<file path="config.mk">
export PLATFORM = sky130hd
export DESIGN_NAME = button_handshake_responder
export DESIGN_NICKNAME = d
export VERILOG_FILES = /design/src/rtl/button_handshake_responder.sv
export SDC_FILE = /design/constraint.sdc
export NUM_CORES = 1
export LEC_CHECK = 0
export CELL_PAD_IN_SITES_DETAIL_PLACEMENT = 2
export CELL_PAD_IN_SITES_GLOBAL_PLACEMENT = 2
export CORE_ASPECT_RATIO = 1.5
export CORE_MARGIN = 4
export CORE_UTILIZATION = 25
export DETAILED_ROUTE_END_ITERATION = 7
export DONT_BUFFER_PORTS = 1
export PLACE_DENSITY = 0.6
export SLEW_MARGIN = 20
export SYNTH_ARGS = -nofsm -noshare
export SYNTH_HDL_FRONTEND = slang
export SYNTH_SLANG_ARGS = --single-unit
</file>
<file path="constraint.sdc">
create_clock -name clk -period 4.2 [get_ports clk]
set_input_delay 1.05 -clock clk [delete_from_list [all_inputs] [get_ports clk]]
set_output_delay 1.05 -clock clk [all_outputs]
set_load 0.005 [all_outputs]
</file>
<file path="src/rtl/button_handshake_responder.sv">
// Debounced push-button responder: toggles a press flag (and captures the
// switches) on each accepted press, toggles a release flag on each accepted
// release. The two flags differ exactly while the button is held.
module button_handshake_responder #(
  parameter int unsigned DEBOUNCE_CYCLES = 4,
  parameter int unsigned DATA_WIDTH      = 16
) (
  input  logic                  clk,
  input  logic                  rst,
  input  logic                  button,
  input  logic [DATA_WIDTH-1:0] switches,
  output logic                  subiu,
  output logic                  desceu,
  output logic [DATA_WIDTH-1:0] data_out,
  output logic                  pressed
);

  localparam int unsigned CNT_W = $clog2(DEBOUNCE_CYCLES + 1);
  localparam logic [CNT_W-1:0] CNT_LAST = CNT_W'(DEBOUNCE_CYCLES - 1);
  localparam logic [CNT_W-1:0] CNT_ONE  = CNT_W'(1);
  localparam logic [CNT_W-1:0] CNT_ZERO = '0;
  // With a single-sample window the wait states are skipped entirely.
  localparam logic SINGLE = (DEBOUNCE_CYCLES == 1);

  typedef enum logic [1:0] {
    ST_IDLE,
    ST_PRESS_WAIT,
    ST_HELD,
    ST_RELEASE_WAIT
  } state_t;

  logic                  r_sync1;
  logic                  r_sync2;
  state_t                r_state;
  logic [CNT_W-1:0]      r_count;
  logic                  r_subiu;
  logic                  r_desceu;
  logic [DATA_WIDTH-1:0] r_data;
  logic                  r_pressed;

  state_t                w_state;
  logic [CNT_W-1:0]      w_count;
  logic                  w_accept_press;
  logic                  w_accept_release;
  logic                  w_subiu;
  logic                  w_desceu;
  logic [DATA_WIDTH-1:0] w_data;
  logic                  w_pressed;

  // Two-flop synchronizer for the asynchronous raw button.
  always_ff @(posedge clk or posedge rst) begin
    if (rst) begin
      r_sync1 <= 1'b0;
      r_sync2 <= 1'b0;
    end else begin
      r_sync1 <= button;
      r_sync2 <= r_sync1;
    end
  end

  // State, counter and registered outputs.
  always_ff @(posedge clk or posedge rst) begin
    if (rst) begin
      r_state   <= ST_IDLE;
      r_count   <= CNT_ZERO;
      r_subiu   <= 1'b0;
      r_desceu  <= 1'b0;
      r_data    <= '0;
      r_pressed <= 1'b0;
    end else begin
      r_state   <= w_state;
      r_count   <= w_count;
      r_subiu   <= w_subiu;
      r_desceu  <= w_desceu;
      r_data    <= w_data;
      r_pressed <= w_pressed;
    end
  end

  // Debounce FSM: any opposite sample aborts a pending wait and clears count.
  always_comb begin
    w_state          = r_state;
    w_count          = r_count;
    w_accept_press   = 1'b0;
    w_accept_release = 1'b0;

    unique case (r_state)
      ST_IDLE: begin
        if (r_sync2) begin
          if (SINGLE) begin
            w_state        = ST_HELD;
            w_count        = CNT_ZERO;
            w_accept_press = 1'b1;
          end else begin
            w_state = ST_PRESS_WAIT;
            w_count = CNT_ONE;
          end
        end
      end
      ST_PRESS_WAIT: begin
        if (!r_sync2) begin
          w_state = ST_IDLE;
          w_count = CNT_ZERO;
        end else if (r_count == CNT_LAST) begin
          w_state        = ST_HELD;
          w_count        = CNT_ZERO;
          w_accept_press = 1'b1;
        end else begin
          w_count = r_count + CNT_ONE;
        end
      end
      ST_HELD: begin
        if (!r_sync2) begin
          if (SINGLE) begin
            w_state          = ST_IDLE;
            w_count          = CNT_ZERO;
            w_accept_release = 1'b1;
          end else begin
            w_state = ST_RELEASE_WAIT;
            w_count = CNT_ONE;
          end
        end
      end
      ST_RELEASE_WAIT: begin
        if (r_sync2) begin
          w_state = ST_HELD;
          w_count = CNT_ZERO;
        end else if (r_count == CNT_LAST) begin
          w_state          = ST_IDLE;
          w_count          = CNT_ZERO;
          w_accept_release = 1'b1;
        end else begin
          w_count = r_count + CNT_ONE;
        end
      end
      default: begin
        w_state = ST_IDLE;
        w_count = CNT_ZERO;
      end
    endcase

    w_subiu   = w_accept_press   ? ~r_subiu  : r_subiu;
    w_desceu  = w_accept_release ? ~r_desceu : r_desceu;
    w_data    = w_accept_press   ? switches  : r_data;
    w_pressed = (w_state == ST_HELD) || (w_state == ST_RELEASE_WAIT);
  end

  assign subiu    = r_subiu;
  assign desceu   = r_desceu;
  assign data_out = r_data;
  assign pressed  = r_pressed;

endmodule

</file>
==> results of run 1 <==
-- report_power, final --
part	switching [mW]	total, mW	internal [mW]
clock	0.0676	0.135	0.0676
combinational	0.0513	0.145	0.0941
sequential	0.0922	0.437	0.345
-- state kept, by name, summed over array words and instances, names as in the netlist --
| name | cells |
|---|---|
| pressed | 1 |
| desceu | 1 |
| subiu | 1 |
| r_count | 3 |
| r_sync2 | 1 |
| r_state | 1 |
| r_sync1 | 1 |
| data_out | 16 |
-- final cells by class --
type | instances | area share [%]
Sequential cell | 25 | 58.5
Clock buffer | 4 | 4.22
Multi-Input combinational cell | 33 | 31.9
Tap cell | 43 | 5.04
Inverter | 1 | 0.351
-- logic make-up after synthesis --
family,Yosys count,synth area share (%)
mux,17,19.4
xor+xnor,3,2.67
flops,25,63.5
compound gates,4,2.79
buf+inv,2,1.91
fa+ha+maj,1,1.27
simple gates,8,8.39
-- worst paths after layout --
path	start	endpoint	slack, ns	cells after the start
max reg2reg	r_count[0]	data_out[9]	2.21	4
min	r_sync1	r_sync2	0.35	0
min reg2reg	r_sync1	r_sync2	0.35	0
max in group asynchronous	rst	data_out[12]	2.78	1
max	r_count[0]	data_out[9]	2.21	4
min in group asynchronous	rst	r_count[0]	0.87	1
-- metal layers --
metal	wire length (um)	GRT usage (%)	up-vias
met3	139	2.89	5
li1	-	-	212
met4	29	3.09	0
met2	863	10.9	27
met1	622	9.47	246
met5	0	0	-
-- cell usage after synthesis --
| cell type | number |
|---|---|
| dfrtp_1 | 25 |
| mux2_2 | 17 |
| xor2_1 | 3 |
| a21o_1 | 2 |
| and2_2 | 1 |
| and3_2 | 1 |
| and4b_2 | 1 |
| buf_8 | 1 |
| ha_1 | 1 |
| inv_1 | 1 |
| nand3b_4 | 1 |
| nor2_1 | 1 |
| nor2b_1 | 1 |
| nor3b_1 | 1 |
| nor3b_4 | 1 |
| o21a_1 | 1 |
| o21ai_0 | 1 |
-- stage by stage --
step | hold WS, ns | utilization (%)
floorplan | 0.331 | -
global placement | 0.334 | 27.3
detailed placement | 0.337 | 27.3
CTS | 0.356 | 28.5
global route | 0.362 | 28.5
finish | 0.353 | 28.5
-- worst max-delay path: stages, from the launching register on --
cell      delay, ns
dfrtp_1        0.38
ha_1           0.25
nand3b_4       0.12
nor3b_4        0.70
mux2_2         0.42
==> qor.csv, run 1 <==
metric;value;unit
worstSetupPathType;reg2reg;
cts-root-buf;clkbuf_8;
p_total;0.717;mW
max_slew_margin;39.5;%
cap_viol_max_count;0;
synth-warning-count;0;
grt_overflow;0;
avgSynthCellArea;16.4;um^2
syn2layout_area_growth;8.51;%
synthCells;60;
initial_utilization;26.3;%
die-area;5030;um^2
tightestPinTransition;0.907;ns
multiInputGateArea;340;um^2
power_density;671;nW/um^2
wl;1660;um
grt_max_degree;26;
drt_first_iter_violations;8;
cts_tree;yes;
cts.sinks;25;
rsz0062_at_grt;no;
mostFrequentLayoutCells;dfrtp_1, mux2_2, xor2_1, clkbuf_8, a21o_1;
antenna_found_initial;0;
drc_errors;0;
fill_cells;387;
setup_viol;0;
die_x;59.2;um
num_rows;27;
clk_pin_slew_worst_paths;0.08;ns
num-nets-final;84;
boundaryPins;38;
worst-path-max-fanout;17;
drive_above_1_share;39.7;%
post_cts_buffers;0;
dp.cells;102;
skew;0.00385;ns
ir_drop;0.317;mV
ctsResizeCount;0;
die-height;84.9;um
ys_types;17;
fin_crit;1.99;ns
dr.pass1.iters;3;
ctsHoldBuffers;0;
final_hold_viol_count;0;
preCtsSetupSlack;2.18;ns
stdcell_area;1070;um^2
clk_path_buf_depth;2;
hold_path.class;reg2reg;
placed_area;1020;um^2
htree_num_levels;1;
grt_pass1_wl;2930;um
final_common_cell;dfrtp_1;
synth-seq-area-share;63.5;%
synthesis.area;985;um^2
period_share;47.3;%
dp_hpwl;1270;um
place.gp.congestion;0.662;
yosys-top-cells-area;dfrtp_1, mux2_2, xor2_1, nand3b_4, nor3b_4;
wl_per_cell;15.6;um
status;completed;
num_vias;490;
final_cells;106;
cp.required;4.35;ns
ys_seq_elements;25;
p_leak;0.518;nW
grtUsageTotal;7.40;%
vias_per_cell;4.62;
cts_buffers;3;
first_global_vias;622;
max_freq;0.504;GHz
setup_slack;2.21;ns
fin_setup_tns;0;ns
io_buffer_count;0;
crit_arrival;2.14;ns
postRouteAntennaNets;0;
n_antenna_cell;0;
synth_top_area_share;63.5;%
synth.largest_area_cell;dfrtp_1;
synth_nets;80;
coreArea;3750;um^2
cp-start-kind;register;
clk_latency;0.26;ns
slew_viol_final;0;
ff_latch_area;626;um^2
cp-end-kind;register;
(Power assumes the default switching activity.)
==> run 2: changes to the inputs <==
--- a/config.mk
+++ b/config.mk
@@ -12,7 +12,7 @@
 export CORE_UTILIZATION = 25
 export DETAILED_ROUTE_END_ITERATION = 7
 export DONT_BUFFER_PORTS = 1
-export PLACE_DENSITY = 0.6
+export PLACE_DENSITY = 0.61
 export SLEW_MARGIN = 20
 export SYNTH_ARGS = -nofsm -noshare
 export SYNTH_HDL_FRONTEND = slang
==> constraint.sdc (replaced) <==
create_clock -name clk -period 1.8 [get_ports clk]
set_input_delay 0.45 -clock clk [delete_from_list [all_inputs] [get_ports clk]]
set_output_delay 0.45 -clock clk [all_outputs]
set_load 0.005 [all_outputs]
==> run 2 against run 1 <==
Count of clock-buffer cells in the layout is 1 lower. Design area is 2.2% higher. First-iteration DRC count is 38% lower. Clock skew hardly changed. Die area stayed put. Maximum frequency is 23% higher. Core utilization is 0.63 points higher. Sequential cell count stayed put. Via count is 7.1% higher. Highest routed layer unchanged.
==> qor.csv, run 2 (synthesis gave the netlist of run 1 again) <==
metric;value;unit
setup_viol;0;
hold_slack;0.118;ns
dp_hpwl;1480;um
wl_per_cell;17.0;um
boundaryPins;38;
slowest_stage;dfrtp_1;
max_slew_margin;76.8;%
cts-root-buf;clkbuf_8;
reg2reg_slack;0.18;ns
r2r_cells;5;
syn2layout_area_growth;10.9;%
die-height;84.9;um
pwr-share-comb;20.8;%
tightestPinTransition;0.347;ns
hold_path.class;in2async;
ctsResizeCount;0;
final_common_cell;dfrtp_1;
ir_drop;0.571;mV
slowest_delay;0.38;ns
power_frac_seq;60.1;%
p_leak;0.536;nW
max_freq;0.619;GHz
ctsHoldBuffers;0;
top_usage_layer;met2;
reg2reg_from;r_count[0];
crit_arrival;1.77;ns
cp.required;1.95;ns
num_rows;27;
cts_tree;yes;
power_density;1560;nW/um^2
vias_per_cell;4.82;
mostFrequentLayoutCells;dfrtp_1, mux2_2, xor2_1, clkbuf_8, buf_4;
grt_util_met2;13.0;%
post_cts_buffers;0;
htree_num_levels;1;
fin_crit;1.62;ns
clkPwrFrac;19.1;%
postRouteAntennaNets;0;
worst-path-max-fanout;11;
period_share;89.8;%
rsz0062_at_grt;no;
worstPathCellList;ha_1 -> nand3b_4 -> nor3b_4 -> buf_4 -> mux2_2;
fin_setup_tns;0;ns
first_global_vias;670;
use_met3;3.81;%
sw_frac_of_total;30.5;%
antenna_found_initial;0;
largest_register_ffs;16;
worstSetupPathType;reg2reg;
clk_latency;0.27;ns
cap_viol_max_count;0;
p_sw;0.519;mW
wl;1860;um
num-nets-final;87;
rr_endpoint;data_out[0];
slew_viol_final;0;
drc_errors;0;
cp-end-kind;register;
grt_use_met1;9.22;%
clk_path_buf_depth;2;
n_antenna_cell;0;
die-area;5030;um^2
grt_max_degree;26;
fill_cells;392;
coreArea;3750;um^2
die_x;59.2;um
multiInputGateArea;340;um^2
final_hold_viol_count;0;
dr.pass1.iters;2;
io_buffer_count;0;
cp-start-kind;register;
cts.sinks;25;
grtUsageTotal;8.24;%
p_total;1.70;mW
cts_buffers;3;
skew;0.00355;ns
grt_pass1_wl;3130;um
status;completed;
clk_pin_slew_worst_paths;0.08;ns
place.gp.congestion;0.652;
grt_overflow;0;
initial_utilization;26.3;%
num_vias;525;
internal_power;1.18;mW
ff_latch_area;626;um^2
drive_above_1_share;43.9;%
drt_first_iter_violations;5;
[run 2: cell count changes in the layout (fill, tap and decap cells not counted)]
cell / before / now
clkinv_2: 0 / 1
buf_4: 0 / 3
clkbuf_1: 1 / 0
[run 2: worst max path at each step]
stage          slack, ns      endpoint        from  depth (start not counted)
3_5_place_dp        0.17   data_out[0]  r_count[0]                          5
4_1_cts             0.14   data_out[0]  r_count[0]                          5
6_report            0.18   data_out[0]  r_count[0]                          5
5_1_grt             0.09   data_out[0]  r_count[0]                          5
2_1_floorplan       0.15   data_out[0]  r_count[0]                          5
3_3_place_gp        0.24  data_out[13]  r_count[0]                          5
[run 2: routing by layer]
layer	routed length, um	up-vias
met2	994	31
met4	27	0
met1	645	267
li1	-	224
met3	189	3
met5	0	-
[run 2: metrics by stage]
| step | setup slack, ns | util (%) | std cells | area, um^2 |
|---|---|---|---|---|
| floorplan | 0.154 | - | 60 | 985 |
| global placement | 0.236 | 27.9 | 105 | 1050 |
| detailed placement | 0.173 | 27.9 | 105 | 1050 |
| CTS | 0.144 | 29.1 | 109 | 1090 |
| global route | 0.0851 | 29.1 | 109 | 1090 |
| finish | 0.184 | 29.1 | 109 | 1090 |
[run 2: power groups by stage]
| stage | registers [mW] | logic [mW] | clock network (mW) |
|---|---|---|---|
| after floorplan | 0.971 | 0.309 | 0 |
| after detailed placement | 1.04 | 0.367 | 0 |
| after global routing | 1.07 | 0.407 | 0.378 |
| final | 1.02 | 0.355 | 0.324 |
| after global placement | 1.04 | 0.339 | 0 |
| after CTS | 1.04 | 0.366 | 0.342 |
[run 2: worst max-delay path, delay by kind of cell (launching register included)]
family                   cells  cell delay (ns)
adder cells (fa/ha/maj)      1             0.24
buffers and inverters        1             0.22
flip-flops                   1             0.38
multiplexers                 1             0.35
AND/OR/NAND/NOR              2             0.31
[run 2: cell type report]
| cell class | count | area share [%] |
|---|---|---|
| sequential | 25 | 57.3 |
| timing repair buffer | 3 | 2.06 |
| inverter | 1 | 0.344 |
| multi-input combinational | 33 | 31.2 |
| clock buffer | 3 | 3.78 |
| clock inverter | 1 | 0.458 |
| tap | 43 | 4.93 |
==> run 3: changes to the inputs <==
--- a/config.mk
+++ b/config.mk
@@ -10,9 +10,11 @@
 export CORE_ASPECT_RATIO = 1.5
 export CORE_MARGIN = 4
 export CORE_UTILIZATION = 25
+export CTS_CLUSTER_DIAMETER = 100
 export DETAILED_ROUTE_END_ITERATION = 7
 export DONT_BUFFER_PORTS = 1
 export PLACE_DENSITY = 0.61
+export REMOVE_ABC_BUFFERS = 1
 export SLEW_MARGIN = 20
 export SYNTH_ARGS = -nofsm -noshare
 export SYNTH_HDL_FRONTEND = slang
==> run 3 against run 2 <==
Design area increased by 0.34%. Sequential cell count unchanged. Highest routed layer unchanged. Largest cell class unchanged. Combinational power about the same. Critical path type unchanged. Clock power about the same.
==> qor.csv, run 3 (synthesis gave the netlist of run 1 again) <==
metric;value;unit
tightestPinTransition;0.356;ns
crit_arrival;1.76;ns
num_rows;27;
cts_tree;yes;
die-area;5030;um^2
cts.sinks;25;
io_buffer_count;0;
power_density;1550;nW/um^2
worstSetupPathType;reg2reg;
fill_cells;390;
postRouteAntennaNets;0;
period_share;89.2;%
multiInputGateArea;340;um^2
grt_overflow;0;
hold_path.class;in2async;
cp-end-kind;register;
grt_use_met1;8.76;%
slew_viol_final;0;
use_met3;2.59;%
grt_max_degree;18;
p_leak;0.531;nW
sw_frac_of_total;30.1;%
initial_utilization;26.3;%
ff_latch_area;626;um^2
fin_setup_tns;0;ns
status;completed;
ctsResizeCount;0;
antenna_found_initial;0;
num-nets-final;86;
final_hold_viol_count;0;
wl;1790;um
n_antenna_cell;0;
cpLargestDelayFamily;flip-flops;
internal_power;1.19;mW
drt_first_iter_violations;1;
vias_per_cell;4.64;
cp-start-kind;register;
grt_pass1_wl;3010;um
cp.required;1.95;ns
drc_errors;0;
worstPathCellList;ha_1 -> nand3b_4 -> nor3b_4 -> buf_12 -> mux2_2;
htree_num_levels;1;
slowest_delay;0.38;ns
path_buf_inv;1;
pwr-share-comb;20.8;%
drive_above_1_share;41.5;%
mostFrequentLayoutCells;dfrtp_1, mux2_2, xor2_1, clkbuf_8, a21o_1;
clk_pin_slew_worst_paths;0.08;ns
clk_path_buf_depth;2;
dr.pass1.iters;2;
clk_latency;0.26;ns
p_sw;0.513;mW
top_usage_layer;met2;
cap_viol_max_count;0;
power_frac_seq;60.2;%
ir_drop;0.515;mV
cts_buffers;3;
first_global_vias;604;
slowest_stage;dfrtp_1;
skew;0.00132;ns
ctsHoldBuffers;0;
final_common_cell;dfrtp_1;
dp.cells;104;
syn2layout_area_growth;11.3;%
max_slew_margin;76.3;%
dp_hpwl;1390;um
boundaryPins;38;
cts-root-buf;clkbuf_8;
post_cts_buffers;0;
setup_viol;0;
die-height;84.9;um
clkPwrFrac;19.0;%
grt_util_met2;13.1;%
fin_crit;1.61;ns
final_cells;108;
largest_register_ffs;16;
max_freq;0.623;GHz
rsz0062_at_grt;no;
num_vias;501;
wl_per_cell;16.6;um
worst-path-max-fanout;17;
grtUsageTotal;8.15;%
place.gp.congestion;0.677;
die_x;59.2;um
coreArea;3750;um^2
run 3: cell type report:
type | instances | area share (%)
sequential | 25 | 57.1
multi-input combinational | 33 | 31.1
tap | 43 | 4.91
clock buffer | 4 | 4.11
timing repair buffer | 2 | 2.51
inverter | 1 | 0.342
run 3: worst paths after layout:
path	start	end	slack, ns	cells after the start
worst max-delay path	r_count[0]	data_out[2]	0.19	5
worst min-delay path	rst	data_out[4]	0.03	1
worst max register to register	r_count[0]	data_out[2]	0.19	5
worst min register to register	r_sync1	r_sync2	0.36	0
max in group asynchronous	rst	data_out[9]	1.24	2
min in group clk	button	r_sync1	0.21	0
run 3: power by group through the flow:
| stage | sequential (mW) | clock [mW] | combinational [mW] |
|---|---|---|---|
| after global placement | 1.04 | 0 | 0.338 |
| after CTS | 1.04 | 0.352 | 0.365 |
| after global routing | 1.07 | 0.368 | 0.405 |
| after detailed placement | 1.05 | 0 | 0.360 |
| after floorplan | 0.971 | 0 | 0.304 |
| final | 1.03 | 0.324 | 0.353 |
run 3: stage by stage:
stage	cell area (um^2)	util (%)	hold WS [ns]	setup slack (ns)	power [mW]
final	1100	29.2	0.0287	0.194	1.70
after global routing	1100	29.2	0.0508	0.0929	1.84
after CTS	1100	29.2	0.0271	0.168	1.76
after detailed placement	1050	28.0	0.329	0.176	1.41
after global placement	1050	28.0	0.318	0.261	1.37
after floorplan	970	-	0.331	0.0682	1.28
run 3: layer usage:
layer	vias up	routed length, um
li1	218	-
met1	259	684
met2	20	948
met3	4	113
met4	0	47
met5	-	0
